[src/rtl/lm32_ptw.sv]
// Two-level page-table walker for the LM32 data TLB.
// Optional walk timeout is enabled by defining CFG_PTW_TIMEOUT_EN.
//
// Ports:
//   clk_i, rst_i            clock, synchronous active-high reset
//   miss_i, miss_vaddr_i    DTLB miss request and faulting address
//   pt_base_i               page-directory base (bits 31:12)
//   ptw_adr_o/cyc_o/stb_o   bus read request (word aligned)
//   ptw_dat_i/ack_i/err_i   bus read response
//   tlb_vaddr_o/paddr_o     fill page addresses, held outside FILL
//   tlb_we_o                one-cycle fill strobe
//   busy_o                  walker not idle
//   fault_o, fault_code_o   one-cycle fault pulse, sticky cause code
module lm32_ptw #(
  parameter int page_size = 4096
) (
  input  logic        clk_i,
  input  logic        rst_i,
  input  logic        miss_i,
  input  logic [31:0] miss_vaddr_i,
  input  logic [31:0] pt_base_i,
  output logic [31:0] ptw_adr_o,
  output logic        ptw_cyc_o,
  output logic        ptw_stb_o,
  input  logic [31:0] ptw_dat_i,
  input  logic        ptw_ack_i,
  input  logic        ptw_err_i,
  output logic [31:0] tlb_vaddr_o,
  output logic [31:0] tlb_paddr_o,
  output logic        tlb_we_o,
  output logic        busy_o,
  output logic        fault_o,
  output logic [1:0]  fault_code_o
);

  typedef enum logic [2:0] {
    S_IDLE,
    S_L1,
    S_L2,
    S_FILL,
    S_FAULT
  } state_t;

  localparam logic [1:0] C_L1  = 2'b01;
  localparam logic [1:0] C_L2  = 2'b10;
  localparam logic [1:0] C_BUS = 2'b11;

  state_t      r_state;
  state_t      w_state_nx;
  logic        r_gap;
  logic        w_gap_nx;
  logic [19:0] r_vpn;
  logic [19:0] r_base;
  logic [19:0] r_l1;
  logic [31:0] r_tlb_v;
  logic [31:0] r_tlb_p;
  logic [1:0]  r_code;
  logic [1:0]  w_code_nx;
  logic        w_start;
  logic        w_l1_ld;
  logic        w_fill_ld;
  logic        w_fault_ld;
  logic        w_cyc;
  logic [31:0] w_adr;
  logic        w_tmo;
  logic        w_unused;

  assign w_unused = ^{miss_vaddr_i[11:0],
                      pt_base_i[11:0],
                      ptw_dat_i[11:1]};

  // r_gap marks the idle bus cycle between the two reads
  assign w_cyc = (r_state == S_L1) ||
                 ((r_state == S_L2) && !r_gap);

  always_comb begin
    w_adr = 32'h0;
    if (r_state == S_L1)
      w_adr = {r_base, r_vpn[19:10], 2'b00};
    else if (w_cyc)
      w_adr = {r_l1, r_vpn[9:0], 2'b00};
  end

`ifdef CFG_PTW_TIMEOUT_EN
  logic [7:0] r_tmo;

  // counts cycles of the current bus request;
  // the 255th unanswered cycle aborts the walk
  assign w_tmo = w_cyc && (r_tmo == 8'hFE);

  always_ff @(posedge clk_i) begin
    if (rst_i)
      r_tmo <= 8'h00;
    else if (w_cyc && !ptw_ack_i &&
             !ptw_err_i && !w_tmo)
      r_tmo <= r_tmo + 8'h01;
    else
      r_tmo <= 8'h00;
  end
`else
  assign w_tmo = 1'b0;
`endif

  always_comb begin
    w_state_nx = r_state;
    w_gap_nx   = r_gap;
    w_code_nx  = r_code;
    w_start    = 1'b0;
    w_l1_ld    = 1'b0;
    w_fill_ld  = 1'b0;
    w_fault_ld = 1'b0;
    unique case (r_state)
      S_IDLE: begin
        if (miss_i) begin
          w_start    = 1'b1;
          w_state_nx = S_L1;
        end
      end
      S_L1: begin
        if (ptw_err_i || w_tmo) begin
          w_fault_ld = 1'b1;
          w_code_nx  = C_BUS;
          w_state_nx = S_FAULT;
        end else if (ptw_ack_i) begin
          if (ptw_dat_i[0]) begin
            w_l1_ld    = 1'b1;
            w_gap_nx   = 1'b1;
            w_state_nx = S_L2;
          end else begin
            w_fault_ld = 1'b1;
            w_code_nx  = C_L1;
            w_state_nx = S_FAULT;
          end
        end
      end
      S_L2: begin
        if (r_gap) begin
          w_gap_nx = 1'b0;
        end else if (ptw_err_i || w_tmo) begin
          w_fault_ld = 1'b1;
          w_code_nx  = C_BUS;
          w_state_nx = S_FAULT;
        end else if (ptw_ack_i) begin
          if (ptw_dat_i[0]) begin
            w_fill_ld  = 1'b1;
            w_state_nx = S_FILL;
          end else begin
            w_fault_ld = 1'b1;
            w_code_nx  = C_L2;
            w_state_nx = S_FAULT;
          end
        end
      end
      S_FILL:  w_state_nx = S_IDLE;
      S_FAULT: w_state_nx = S_IDLE;
      default: w_state_nx = S_IDLE;
    endcase
  end

  always_ff @(posedge clk_i) begin
    if (rst_i) begin
      r_state <= S_IDLE;
      r_gap   <= 1'b0;
      r_vpn   <= 20'h0;
      r_base  <= 20'h0;
      r_l1    <= 20'h0;
      r_tlb_v <= 32'h0;
      r_tlb_p <= 32'h0;
      r_code  <= 2'b00;
    end else begin
      r_state <= w_state_nx;
      r_gap   <= w_gap_nx;
      if (w_start) begin
        r_vpn  <= miss_vaddr_i[31:12];
        r_base <= pt_base_i[31:12];
      end
      if (w_l1_ld)
        r_l1 <= ptw_dat_i[31:12];
      if (w_fill_ld) begin
        r_tlb_v <= {r_vpn, 12'h000};
        r_tlb_p <= {ptw_dat_i[31:12], 12'h000};
      end
      if (w_fault_ld)
        r_code <= w_code_nx;
    end
  end

  assign ptw_adr_o    = w_adr;
  assign ptw_cyc_o    = w_cyc;
  assign ptw_stb_o    = w_cyc;
  assign tlb_vaddr_o  = r_tlb_v;
  assign tlb_paddr_o  = r_tlb_p;
  assign tlb_we_o     = (r_state == S_FILL);
  assign fault_o      = (r_state == S_FAULT);
  assign busy_o       = (r_state != S_IDLE);
  assign fault_code_o = r_code;

endmodule
[config.mk]
export PLATFORM = sky130hd
export DESIGN_NAME = lm32_ptw
export DESIGN_NICKNAME = d
export VERILOG_FILES = /design/src/rtl/lm32_ptw.sv
export SDC_FILE = /design/constraint.sdc
export NUM_CORES = 1
export LEC_CHECK = 0
export CAP_MARGIN = 30
export CORE_UTILIZATION = 45
export CTS_CLUSTER_DIAMETER = 100
export DETAILED_ROUTE_END_ITERATION = 7
export PLACE_DENSITY = 0.86
export SLEW_MARGIN = 15
export SYNTH_ARGS = -nofsm -noshare
export SYNTH_HDL_FRONTEND = slang
export SYNTH_SLANG_ARGS = --single-unit
[constraint.sdc]
create_clock -name clk_i -period 3.5 [get_ports clk_i]
set_input_delay 0.35 -clock clk_i [delete_from_list [all_inputs] [get_ports clk_i]]
set_output_delay 0.35 -clock clk_i [all_outputs]
set_load 0.05 [all_outputs]
==> impl_metrics.py <==
metrics = {
    "status": {
        "status": "finished, final reports clean",
    },
    "pwr": {
        "total_power_uw": 2360,
        "leakage_uw": 0.00207,
        "power_density_nw_per_um2": 390,
        "ir_drop_v": 0.000187,
    },
    "timing": {
        "setup-violations-final": 0,
        "whs_ps": 445,
        "tightest_slew_ps": 617,
        "rsz0062_at_grt": "false",
        "final-hold-violation-count": 0,
        "slew_viol_final": 0,
        "period_minus_slack_ps": 3160,
        "relSlewSlack": 0.589,
        "period_share": 0.904,
        "max_freq_ghz": 0.316,
        "setup-tns-final_ps": 0,
        "fin_skew_ps": 13.0,
    },
    "drt": {
        "vias_per_cell": 5.49,
        "drc": 0,
        "routedWlPerCell_microns": 16.1,
        "vias": 4409,
        "wl_microns": 13000,
        "drt_iter0_drc": 205,
        "ant_nets": 0,
        "firstDrtPassIters": 7,
    },
    "floorplanning": {
        "die_y_microns": 102,
        "dieArea_sq_um": 10400,
        "io_pins": 204,
        "start_util": 0.462,
        "rows": 36,
        "core-area_sq_um": 9730,
        "die_w_microns": 102,
    },
    "global_routing": {
        "grt_pass1_vias": 4151,
        "grt_max_degree": 107,
        "antenna_found_initial": 0,
        "grt_pass1_wl_microns": 20200,
        "use_met3": 0.0581,
        "grtUsageMet1": 0.291,
        "grt-ovfl-total": 0,
        "grt_busiest_layer": "met2",
        "use_met2": 0.439,
        "grtUsageTotal": 0.249,
    },
    "clocking": {
        "clock_tree.root_cell": "clkbuf_8",
        "clk_pin_slew_ps": 100,
        "cts_sinks": 106,
        "cts_inserted_buffers": 9,
        "insertion_delay_ps": 360,
        "post_cts_buffers": 0,
        "cts_buffer_depth": 2,
        "holdBufCountCts": 0,
        "cts_tree": "yes",
        "cts.repair.resized": 0,
        "htree_num_levels": 3,
    },
    "synth": {
        "synthTopCellsByArea": "dfxtp_1, a21oi_1, nand3_1",
        "synth-simple-area-share": 0.177,
        "synth_top_family_by_area": "compound AO/OA/AOI/OAI gates",
        "yosysMostFrequentCell": "dfxtp_1",
        "synth_area_sq_um": 4500,
        "synthCells": 558,
        "ys.flop_type": "dfxtp_1",
        "synth_edf_count": 0,
        "synth.cells.most_frequent": "dfxtp_1, a21oi_1, nand2_1, nand3_1, o21ai_0",
        "yosysTopAreaCell": "dfxtp_1",
        "synth.yosys.seq_area_share": 0.472,
        "ys_warn_count": 0,
        "synth.mux.area_fraction": 0,
        "synth-xor-area-share": 0.00195,
        "ys_ff_latch": 106,
        "avgSynthCellArea_sq_um": 8.06,
        "synth.top_cell.area_share": 0.472,
        "ys_types": 31,
        "synth_compound_area_frac": 0.249,
        "synthAdderAreaFrac": 0,
        "async_flop_share": 0,
    },
    "critical_path": {
        "setup.worst_path.start_class": "flip-flop",
        "arrival_ps": 2810,
        "criticalPathCategory": "reg2out",
        "crit_required_ps": 3150,
        "critPathMaxFanout": 40,
        "endpoint_kind": "output port",
    },
    "layout": {
        "final_area_sq_um": 6060,
        "fin_nets": 766,
        "drive_above_1_share": 0.0493,
        "syn2layout_area_growth_pct": 34.6,
        "n_antenna_cell": 0,
        "fin_cells": 803,
    },
    "placed_design": {
        "place_inst": 786,
        "portBuffers": 142,
        "dpl_cell_area_sq_um": 5860,
        "gp_congestion": 0.870,
        "dpl.hpwl_microns": 8450,
    },
    "run": {
        "drv_cap": 0,
    },
    "hold_path": {
        "hp-class": "in2reg",
    },
}
layout make-up:
type | count | area, sq um
clock buffers | 11 | 141
clock inverters | 5 | 37.5
fillers | 878 | 3670
inverters | 2 | 7.51
multi-input cells | 392 | 2050
flip-flops and latches | 106 | 2120
well taps | 133 | 166
repair buffers | 154 | 1530
per-stage QoR:
step	utilization	worst slack, ps
finish	0.623	337
global route	0.623	168
CTS	0.621	339
detailed placement	0.602	746
global placement	0.602	785
floorplan	-	1390
path summary, 6_finish.rpt:
path	cells after the start	end	slack [ps]	from
max	4	ptw_adr_o[13]	340	r_state[0]$_SDFFE_PP0P_
min	2	r_l1[19]$_SDFFE_PP0P_	440	rst_i
max reg2reg	4	tlb_vaddr_o[30]$_SDFFE_PP0P_	1580	r_state[1]$_SDFFE_PP0P_
min reg2reg	2	r_base[3]$_SDFFE_PP0P_	460	r_base[3]$_SDFFE_PP0P_
logic make-up (layout without fill, tap and decap cells):
| family | after synthesis | count (layout) |
|---|---|---|
| compound gates | 199 | 199 |
| other cells | 1 | 26 |
| xor+xnor | 1 | 1 |
| flops | 106 | 106 |
| simple gates | 166 | 166 |
| buf+inv | 85 | 172 |
power by group:
| group | internal [uW] | switching (uW) |
|---|---|---|
| Combinational | 137 | 251 |
| Clock | 283 | 414 |
| Sequential | 1240 | 32.9 |
| Total | 1660 | 698 |
worst max-delay path: stages, from the launching register on:
cell and delay, ps:
dfxtp_1 700, nor3b_4 290, buf_4 400, a22o_1 240, clkdlybuf4s50_1 800
placed cells by master (no fill, tap or decap), types with 4 or more instances in the layout:
| cell type | n |
|---|---|
| a21oi_1 | 102 |
| nor3b_1 | 4 |
| o21ai_1 | 14 |
| clkbuf_8 | 10 |
| buf_4 | 11 |
| clkdlybuf4s50_1 | 141 |
| conb_1 | 26 |
| dfxtp_1 | 106 |
| nand2_1 | 81 |
| nand3_1 | 61 |
| o21ai_0 | 48 |
| a22o_1 | 30 |
flip-flops by register name (all words and copies together), names as in the netlist:
signal,flops
fault_code_o,2
r_base,20
r_gap,1
r_l1,20
r_state,3
r_vpn,20
tlb_paddr_o,20
tlb_vaddr_o,20
layer usage:
metal,up-vias,wire [microns]
met5,-,0
met4,0,287
met3,18,1030
met2,178,6420
met1,2101,5220
li1,2112,-
(Power assumes the default switching activity.)
